File: src/rtl/pdp8lpbctl_pkg.sv
// Shared constants, register map and sequencer state for the PDP-8/L pulse bit generator controller.
package pdp8lpbctl_pkg;

  localparam int unsigned DATA_W  = 32;
  localparam int unsigned LEVEL_W = 7;

  localparam logic [1:0] REG_IDENT = 2'd0;
  localparam logic [1:0] REG_CFG   = 2'd1;
  localparam logic [1:0] REG_STAT  = 2'd2;
  localparam logic [1:0] REG_FIFO  = 2'd3;

  localparam logic [1:0] GEN_REG_CFG  = 2'd1;
  localparam logic [1:0] GEN_REG_RATE = 2'd2;

  localparam logic [DATA_W-1:0] IDENT_VALUE = 32'h5043_1004;
  localparam logic [DATA_W-1:0] CFG_RESET   = 32'h004A_E000;

  localparam int unsigned ST_ENABLE    = 31;
  localparam int unsigned ST_OVERFLOW  = 30;
  localparam int unsigned ST_EMPTY     = 29;
  localparam int unsigned ST_FULL      = 28;
  localparam int unsigned ST_LEVEL_LSB = 16;
  localparam int unsigned ST_PACK_LSB  = 8;

  localparam int unsigned CTL_ENABLE = 31;
  localparam int unsigned CTL_CLEAR  = 30;

  typedef enum logic [1:0] {
    ST_IDLE   = 2'd0,
    ST_FWD    = 2'd1,
    ST_SETTLE = 2'd2
  } seq_state_t;

endpackage

File: src/rtl/pdp8lpbfifo.sv
// Synchronous DEPTH x 32 word FIFO; push and pop together are accepted when full.
module pdp8lpbfifo #(
  parameter int unsigned DEPTH = 16,
  localparam int unsigned AW = $clog2(DEPTH),
  localparam int unsigned LW = AW + 1
) (
  input  logic          CLOCK,
  input  logic          RESET_N,
  input  logic          clear,
  input  logic          push,
  input  logic          pop,
  input  logic [31:0]   wdata,
  output logic [31:0]   head,
  output logic [LW-1:0] level,
  output logic          full,
  output logic          empty
);

  logic [31:0]   mem [DEPTH];
  logic [AW-1:0] wptr;
  logic [AW-1:0] rptr;
  logic          do_push;
  logic          do_pop;

  assign full    = (level == LW'(DEPTH));
  assign empty   = (level == '0);
  assign do_push = push && (!full || pop);
  assign do_pop  = pop && !empty;
  assign head    = mem[rptr];

  always_ff @(posedge CLOCK) begin
    if (do_push && !clear) mem[wptr] <= wdata;
  end

  // Power-of-two depth lets the pointers wrap by natural overflow.
  always_ff @(posedge CLOCK or negedge RESET_N) begin
    if (!RESET_N) begin
      wptr  <= '0;
      rptr  <= '0;
      level <= '0;
    end else if (clear) begin
      wptr  <= '0;
      rptr  <= '0;
      level <= '0;
    end else begin
      if (do_push) wptr <= wptr + AW'(1);
      if (do_pop)  rptr <= rptr + AW'(1);
      level <= level + LW'(do_push) - LW'(do_pop);
    end
  end

endmodule

File: src/rtl/pdp8lpbctl.sv
// PDP-8/L pulse bit generator controller: config forwarding sequencer plus sample packer and FIFO.
// Optional build macro PDP8LPBCTL_DROPCNT_EN adds a saturating dropped-word counter in status [15:0].
module pdp8lpbctl
  import pdp8lpbctl_pkg::*;
#(
  parameter int unsigned DEPTH = 16
) (
  input  logic        CLOCK,
  input  logic        RESET_N,
  input  logic        CSTEP,
  input  logic        armwrite,
  input  logic        armread,
  input  logic [1:0]  armraddr,
  input  logic [1:0]  armwaddr,
  input  logic [31:0] armwdata,
  output logic [31:0] armrdata,
  input  logic        sampstrobe,
  input  logic [7:0]  sampbyte,
  output logic        genwrite,
  output logic [1:0]  genwaddr,
  output logic [31:0] genwdata
);

  localparam int unsigned LW = $clog2(DEPTH) + 1;

  seq_state_t  state;
  logic [31:0] shadow_cfg;
  logic [31:0] shadow_rate;
  logic        pend_cfg;
  logic        pend_rate;
  logic        enable;
  logic        overflow;
  logic [23:0] pack_sr;
  logic [1:0]  pack_cnt;

  logic          wr_cfg, wr_ctl, wr_rate, clr;
  logic          go_fwd, fwd_cfg, capture;
  logic          push_req, pop_req, drop;
  logic [31:0]   push_word;
  logic [31:0]   fifo_head;
  logic [LW-1:0] fifo_level;
  logic          fifo_full, fifo_empty;
  logic [31:0]   status;

  assign wr_cfg    = armwrite && (armwaddr == REG_CFG);
  assign wr_ctl    = armwrite && (armwaddr == REG_STAT);
  assign wr_rate   = armwrite && (armwaddr == REG_FIFO);
  assign clr       = wr_ctl && armwdata[CTL_CLEAR];
  assign go_fwd    = (state == ST_IDLE) && (pend_cfg || wr_cfg || pend_rate || wr_rate);
  assign fwd_cfg   = pend_cfg || wr_cfg;
  // Any packer clear in the same cycle outranks the capture.
  assign capture   = enable && (state == ST_IDLE) && CSTEP && sampstrobe
                     && !go_fwd && !clr && !wr_rate;
  assign push_word = {pack_sr, sampbyte};
  assign push_req  = capture && (pack_cnt == 2'd3);
  assign pop_req   = armread && (armraddr == REG_FIFO) && !fifo_empty;
  assign drop      = push_req && fifo_full && !pop_req;

  pdp8lpbfifo #(.DEPTH(DEPTH)) u_fifo (
    .CLOCK   (CLOCK),
    .RESET_N (RESET_N),
    .clear   (clr),
    .push    (push_req),
    .pop     (pop_req),
    .wdata   (push_word),
    .head    (fifo_head),
    .level   (fifo_level),
    .full    (fifo_full),
    .empty   (fifo_empty)
  );

  // Forwarding sequencer; a config write in IDLE is forwarded on the very next cycle.
  always_ff @(posedge CLOCK or negedge RESET_N) begin
    if (!RESET_N) begin
      state       <= ST_IDLE;
      genwrite    <= 1'b0;
      genwaddr    <= 2'd0;
      genwdata    <= 32'd0;
      shadow_cfg  <= CFG_RESET;
      shadow_rate <= 32'd0;
      pend_cfg    <= 1'b0;
      pend_rate   <= 1'b0;
    end else begin
      genwrite <= 1'b0;
      if (wr_cfg)  shadow_cfg  <= armwdata;
      if (wr_rate) shadow_rate <= armwdata;
      pend_cfg  <= (pend_cfg || wr_cfg) && !(go_fwd && fwd_cfg);
      pend_rate <= (pend_rate || wr_rate) && !(go_fwd && !fwd_cfg);
      case (state)
        ST_IDLE: begin
          if (go_fwd) begin
            state    <= ST_FWD;
            genwrite <= 1'b1;
            if (fwd_cfg) begin
              genwaddr <= GEN_REG_CFG;
              genwdata <= wr_cfg ? armwdata : shadow_cfg;
            end else begin
              genwaddr <= GEN_REG_RATE;
              genwdata <= wr_rate ? armwdata : shadow_rate;
            end
          end
        end
        ST_FWD:    state <= ST_SETTLE;
        ST_SETTLE: if (CSTEP) state <= ST_IDLE;
        default:   state <= ST_IDLE;
      endcase
    end
  end

  // Capture control, packer and sticky overflow.
  always_ff @(posedge CLOCK or negedge RESET_N) begin
    if (!RESET_N) begin
      enable   <= 1'b0;
      overflow <= 1'b0;
      pack_sr  <= 24'd0;
      pack_cnt <= 2'd0;
    end else begin
      if (wr_ctl) enable <= armwdata[CTL_ENABLE];
      if (clr)       overflow <= 1'b0;
      else if (drop) overflow <= 1'b1;
      if (clr || wr_rate || go_fwd) begin
        pack_sr  <= 24'd0;
        pack_cnt <= 2'd0;
      end else if (capture) begin
        pack_sr  <= push_word[23:0];
        pack_cnt <= pack_cnt + 2'd1;
      end
    end
  end

`ifdef PDP8LPBCTL_DROPCNT_EN
  logic [15:0] dropcnt;

  always_ff @(posedge CLOCK or negedge RESET_N) begin
    if (!RESET_N)                         dropcnt <= 16'd0;
    else if (clr)                         dropcnt <= 16'd0;
    else if (drop && dropcnt != 16'hFFFF) dropcnt <= dropcnt + 16'd1;
  end
`endif

  // Status layout; the drop counter takes over the low half when present.
  always_comb begin
    status                             = 32'd0;
    status[ST_ENABLE]                  = enable;
    status[ST_OVERFLOW]                = overflow;
    status[ST_EMPTY]                   = fifo_empty;
    status[ST_FULL]                    = fifo_full;
    status[ST_LEVEL_LSB +: LEVEL_W]    = LEVEL_W'(fifo_level);
`ifdef PDP8LPBCTL_DROPCNT_EN
    status[15:0]                       = dropcnt;
`else
    status[ST_PACK_LSB +: 2]           = pack_cnt;
`endif
  end

  always_comb begin
    armrdata = 32'd0;
    case (armraddr)
      REG_IDENT: armrdata = IDENT_VALUE;
      REG_CFG:   armrdata = shadow_cfg;
      REG_STAT:  armrdata = status;
      REG_FIFO:  armrdata = fifo_empty ? 32'd0 : fifo_head;
      default:   armrdata = 32'd0;
    endcase
  end

endmodule

File: config.mk
export PLATFORM = sky130hd
export DESIGN_NAME = pdp8lpbctl
export DESIGN_NICKNAME = d
export VERILOG_FILES = /design/src/rtl/pdp8lpbctl_pkg.sv /design/src/rtl/pdp8lpbfifo.sv /design/src/rtl/pdp8lpbctl.sv
export SDC_FILE = /design/constraint.sdc
export NUM_CORES = 1
export LEC_CHECK = 0
export ABC_CLOCK_PERIOD_IN_PS = 9400
export BUFFER_PORTS_ARGS = -buffer_cell sky130_fd_sc_hd__buf_4
export CORE_ASPECT_RATIO = 0.75
export CORE_MARGIN = 2
export CORE_UTILIZATION = 40
export DETAILED_ROUTE_END_ITERATION = 10
export SYNTH_ARGS = -nofsm -noshare
export SYNTH_HDL_FRONTEND = slang
export SYNTH_SLANG_ARGS = --single-unit
File: constraint.sdc
create_clock -name CLOCK -period 9.4 [get_ports CLOCK]
set_clock_uncertainty 0.15 [all_clocks]
set_input_delay 1.88 -clock CLOCK [delete_from_list [all_inputs] [get_ports CLOCK]]
set_output_delay 1.88 -clock CLOCK [all_outputs]
set_load 0.01 [all_outputs]
Word level (Yosys, flattened, before mapping)
Memory sizes are Yosys's and may differ from the RTL's.
Cells that the tools add are included.
W data, S select, Z words.
{ "word_totals": {"ramBits": 512, "n_memories": 1, "out_inout_bits": 67, "ff_bits": 144, "elab_cells": 105, "input_bits": 50} }
{ "classes": {"n_addsub": 5, "n_reduce_logical": 48, "eq_ne": 12, "muxes": 24} }
{ "memory_table": {"columns": ["name", "words", "width", "read_ports", "rd_ports_with_merged_regs", "wr", "line", "text"], "rows": [
  ["u_fifo.mem", 16, 32, 1, 0, 1, "pdp8lpbfifo.sv:19", "logic [31:0] mem [DEPTH];"]
]} }
{ "op_table": {"columns": ["operator", "count"], "rows": [
  ["$mux W32", 4],
  ["$pmux W32 S4", 1],
  ["$mux W24", 2],
  ["$logic_and A1 B1 Y1", 23],
  ["$mux W4", 4],
  ["$eq A2 B2 Y1 const B", 6],
  ["$mux W2", 5],
  ["$logic_not A1 Y1", 9],
  ["$add A4 B1 Y4 const B", 2],
  ["$reduce_bool A2 Y1", 4],
  ["$logic_or A1 B1 Y1", 7],
  ["$eq A2 B1 Y1 const B", 3],
  ["$mux W1", 6],
  ["$pmux W2 S3", 1],
  ["$add A5 B1 Y5", 1],
  ["$eq A5 B5 Y1 const B", 1],
  ["$logic_not A5 Y1", 1],
  ["$mux W5", 1],
  ["$sub A5 B1 Y5", 1],
  ["$logic_not A2 Y1", 2],
  ["$ne A2 B2 Y1 const B", 2],
  ["$reduce_and A2 Y1", 2],
  ["$add A2 B1 Y2 const B", 1]
]} }

Longest topological paths before layout
{ "logic_depth": {"depth_word": 15, "ltp_mapped": 15, "depth_no_buf": 14} }

Modules after synthesis
Synthesis repeated with hierarchy kept, for this count alone.
{ "unflattened": {"hier_cells": 1559, "hier_area_um2": 26813.2} }
{ "by_module_without_submodules": {"columns": ["mod", "instances", "cells_per_inst", "area_each_um2", "seq_area_each_um2"], "rows": [
  ["pdp8lpbfifo", 1, 1025, 20519.7, 15700.1],
  ["pdp8lpbctl", 1, 534, 6293.5, 3285.7]
]} }

Worst setup path before layout
No wires, ideal clock.
{ "synth_timing": {"path_kind": "input port to flip-flop", "start": "input armwaddr[0]", "end": "memory u_fifo.mem[3][0], enable pin", "stages": 6, "arrival_time_ps": 6230, "setup_time_ps": 513, "required_ps": 8737, "path_buffers": 2, "path_slack_ps": 2507, "cell_sequence": "clkbuf_1 -> a211oi_2 -> o221ai_2 -> nor2_4 -> buf_2 -> nor4b_1"} }
{ "synth_between": {"elab_chain_len": 15, "word_cells_on_any_way": 22, "cone_classes": "eq/ne (3); mux (2); reduce/logical (17)"} }
{ "synth_rtl": {"columns": ["item", "line", "text"], "rows": [
  ["from (decl)", "pdp8lpbctl.sv:14", "input logic [1:0] armwaddr,"],
  ["$eq A2 B1 Y1", "pdp8lpbctl.sv:45", "assign wr_cfg = armwrite && (armwaddr == REG_CFG);"],
  ["$logic_and A1 B1 Y1", "pdp8lpbctl.sv:45", null],
  ["$logic_or A1 B1 Y1 (3 in series)", "pdp8lpbctl.sv:49", "assign go_fwd = (state == ST_IDLE) && (pend_cfg || wr_cfg || pend_rate || wr_rate);"],
  ["$logic_and A1 B1 Y1", "pdp8lpbctl.sv:49", null],
  ["$logic_not A1 Y1", "pdp8lpbctl.sv:53", "&& !go_fwd && !clr && !wr_rate;"],
  ["$logic_and A1 B1 Y1 (3 in series)", "pdp8lpbctl.sv:53", null],
  ["$logic_and A1 B1 Y1", "pdp8lpbctl.sv:55", "assign push_req = capture && (pack_cnt == 2'd3);"],
  ["$logic_and A1 B1 Y1", "pdp8lpbfifo.sv:27", "assign do_push = push && (!full || pop);"],
  ["$logic_and A1 B1 Y1 *", "pdp8lpbfifo.sv:32", "if (do_push && !clear) mem[wptr] <= wdata;"],
  ["$mux W1 *", "pdp8lpbfifo.sv:32", null],
  ["$mux W1 (implied by the code) *", "pdp8lpbfifo.sv:32", null],
  ["to (decl)", "pdp8lpbfifo.sv:19", null]
]} }
Every way passes the cells marked *; elsewhere a longest branch is shown, timed or not.

Final worst setup path
{ "layout_timing": {"start": "input armraddr[0]", "end": "output armrdata[18]"} }
{ "layout_between": {"elab_chain_len": 2, "word_cells_on_any_way": 5, "cone_classes": "eq/ne (3); mux (1); reduce/logical (1)"} }
{ "layout_rtl": {"columns": ["item", "line", "text"], "rows": [
  ["from (decl)", "pdp8lpbctl.sv:13", "input logic [1:0] armraddr,"],
  ["$eq A2 B2 Y1, or another cell as far along", "pdp8lpbctl.sv:158", "case (armraddr)"],
  ["$pmux W32 S4 *", "pdp8lpbctl.sv:158", null],
  ["to (decl)", "pdp8lpbctl.sv:16", "output logic [31:0] armrdata,"]
]} }
Marks and branches as above.

==> metrics.txt <==
setup violators final=0; Max Fanout on Critical Path=24; Total GRT Usage=between 10% and 20%; routed vias/inst=between 5 and 6; Post-CTS Setup Bufs=0; Initial DRC Count=1159; average size of a mapped cell=19.6 um2; # rows=80; die width=298 um; largest family of logic cells by synthesized area=multiplexers; final core utilization=46.3%; CTS tree=yes; ANT nets after route=0; Yosys top cell by area=edfxtp_1; post_cts resized=0; EDFF count, synth=between 500 and 600; drt pass-1 iters=5; io pins=117; Synth Area in Adders=0.657%; GR Overflow Total=0; post-synthesis mux area share=between 10% and 20%; Worst setup SP type=input pin; RSZ-0062 raised after global routing=no; die area=0.0668 mm2; register area share after synthesis=73.3%; Initial Util=40.6%; Leak Pwr=between 10 and 15 nW; Core Footprint=0.0639 mm2; max-slew violation count=0; Clock Path Buffers=3; Worst VDD drop=between 150 and 200 uV; Synth area leaders=edfxtp_1, dfrtp_1, mux4_2; clk root buf=clkbuf_16; area growth from synthesis to layout=14.1%; die height=224 um; # H-tree levels=2; post-synthesis register bit count=approximately 660; overall power=7.63 mW; Slew @ Worst Pin=1190 ps; total number of vias=13100; Antenna Cells=0; # hold bufs at CTS=0; Synth Instances=1318; clock latency on the worst-skew pair=600 ps; XOR/XNOR share of the synthesized area=less than 1%; count of final hold-check violations=0; min cycle time layout=5780 ps; Place WS=between 3000 and 4000 ps; yosys warns=0; Post-Route Setup TNS=0 ps; Mapped Nets=approximately 1400; simple-gate portion of the synthesized area=2.58%; Crit Path Category=in -> out; Main synth FF type=edfxtp_1; Remaining DRCs=0; Wirelength per Cell=26.7 um; post-synthesis compound-gate area fraction=3.77%; fillcell total=5430; I/O Buffers=116; Final Wtd Congestion=0.778; data arrival time of the critical path=~3800 ps; layout cell share with drive strength beyond 1=~31%; CP required=7370 ps; initial antenna violation count=1; final setup margin=3620 ps; pin count of the biggest net entering global routing=81; post-synthesis cell type count=between 50 and 60; Worst slew margin=just over 20%; final net count=1509; Post-DP HPWL=36.4 mm; Pwr Density=258 mW/mm2; vias in the first global route=approximately 13000; Netlist Area Pre-Place=about 0.026 mm2; Post-Route WL=62.8 mm; fmax=~0.17 GHz; outcome=complete, no violations; Clock transition at path regs=70 ps; max cap viols=0; Yosys top cell area share=59.4%; Clock Sinks=656; Final Cycle Share=61.5%; number of CTS-inserted buffers=58; most frequent cells in the layout=edfxtp_1, buf_4, dfrtp_1; Async S/R FF share, synth=22.0%; first-pass GRT wire length=~90 mm; most common cell after layout, fill and taps aside=edfxtp_1; Worst Hold Class=reg -> reg; endpoint type of the worst setup path=primary output
## kinds of logic after synthesis
logic type / count (synthesis)
flops: 656
compound gates: 143
xor+xnor: 6
buf+inv: 94
mux: 287
simple gates: 119
fa+ha+maj: 13
## layout make-up
type                            instances  area [um2]  area share (%)
Timing Repair Buffer                  144        1100            3.71
Clock inverter                         33         241           0.817
Inverter                               18        67.6           0.229
Sequential cell                       656       19000            64.3
Tap cell                              861        1080            3.64
Multi-Input combinational cell        568        6510            22.0
Clock buffer                           74        1560            5.29
## critical path: stages
cell and delay (ps):
buf_4 130, nor2b_2 940, a22oi_1 350, o21a_1 200
o21ai_0 80, buf_4 160
## sequential cells by signal (all words and copies together), names as in the netlist
register      cells
enable            1
genwaddr          2
genwdata         32
genwrite          1
overflow          1
pack_cnt          2
pack_sr          24
pend_cfg          1
pend_rate         1
shadow_cfg       32
shadow_rate      32
state             2
u_fifo.level      5
u_fifo.mem      512
u_fifo.rptr       4
u_fifo.wptr       4
## through the flow
| stage | cells | hold slack [ps] | instance area [um2] |
|---|---|---|---|
| finish | 2354 | 333 | 29600 |
| global route | 2354 | 357 | 29600 |
| CTS | 2354 | 340 | 29600 |
| detailed placement | 2247 | 319 | 27800 |
| global placement | 2247 | 315 | 27800 |
| floorplan | 1318 | 318 | 25900 |
## report_power, final
group | switching [mW] | total [mW] | internal (mW) | leakage, nW
logic | 0.981 | 1.84 | 0.861 | 2.99
clock network | 1.04 | 2.29 | 1.25 | 0.867
registers | 0.205 | 3.50 | 3.30 | 6.60
total | 2.22 | 7.63 | 5.41 | 10.5
## cells in the mapped netlist (2+ instances only)
cell      number
a211o_1        4
a21o_1        19
a21oi_1        8
a22o_1        25
a22oi_1        9
and2_1         2
and3_1         6
and4_1         4
and4b_1        8
buf_2         34
buf_4         10
buf_6          5
clkbuf_1      26
dfrtp_1      138
dfstp_2        6
edfxtp_1     512
ha_1          12
inv_1         17
mux2_2        69
mux2i_1       89
mux4_2       129
nand2_1       37
nand2b_1       2
nand3_1        8
nand4_1        2
nor2_1        22
nor2b_1       10
nor3_1         3
nor3b_1        3
nor4bb_1       2
o21a_1         4
o21ai_0       41
o21ai_1        2
o221ai_1       3
o22ai_1       21
xnor2_1        2
xor2_1         4
## per-layer routing
layer,vias up,global-route usage (%),routed length [um]
li1,5573,-,-
met3,78,3.29,3800
met4,2,4.13,1220
met2,381,29.3,29200
met5,-,0,14
met1,7027,27.8,28500
## worst paths after layout
check / startpoint / end / slack [ps] / depth (start not counted)
min in group asynchronous: RESET_N / genwaddr[0]$_DFFE_PN0P_ / 1160 / 1
worst max register to register: u_fifo.level[3]$_DFF_PN0_ / u_fifo.level[4]$_DFF_PN0_ / 6050 / 14
worst min-delay path: genwdata[21]$_DFFE_PN0P_ / genwdata[21]$_DFFE_PN0P_ / 330 / 2
max in group asynchronous: RESET_N / genwdata[5]$_DFFE_PN0P_ / 6380 / 2
worst min register to register: genwdata[21]$_DFFE_PN0P_ / genwdata[21]$_DFFE_PN0P_ / 330 / 2
worst max-delay path: armraddr[0] / armrdata[18] / 3620 / 6
Power figures use the tool's default switching activity.
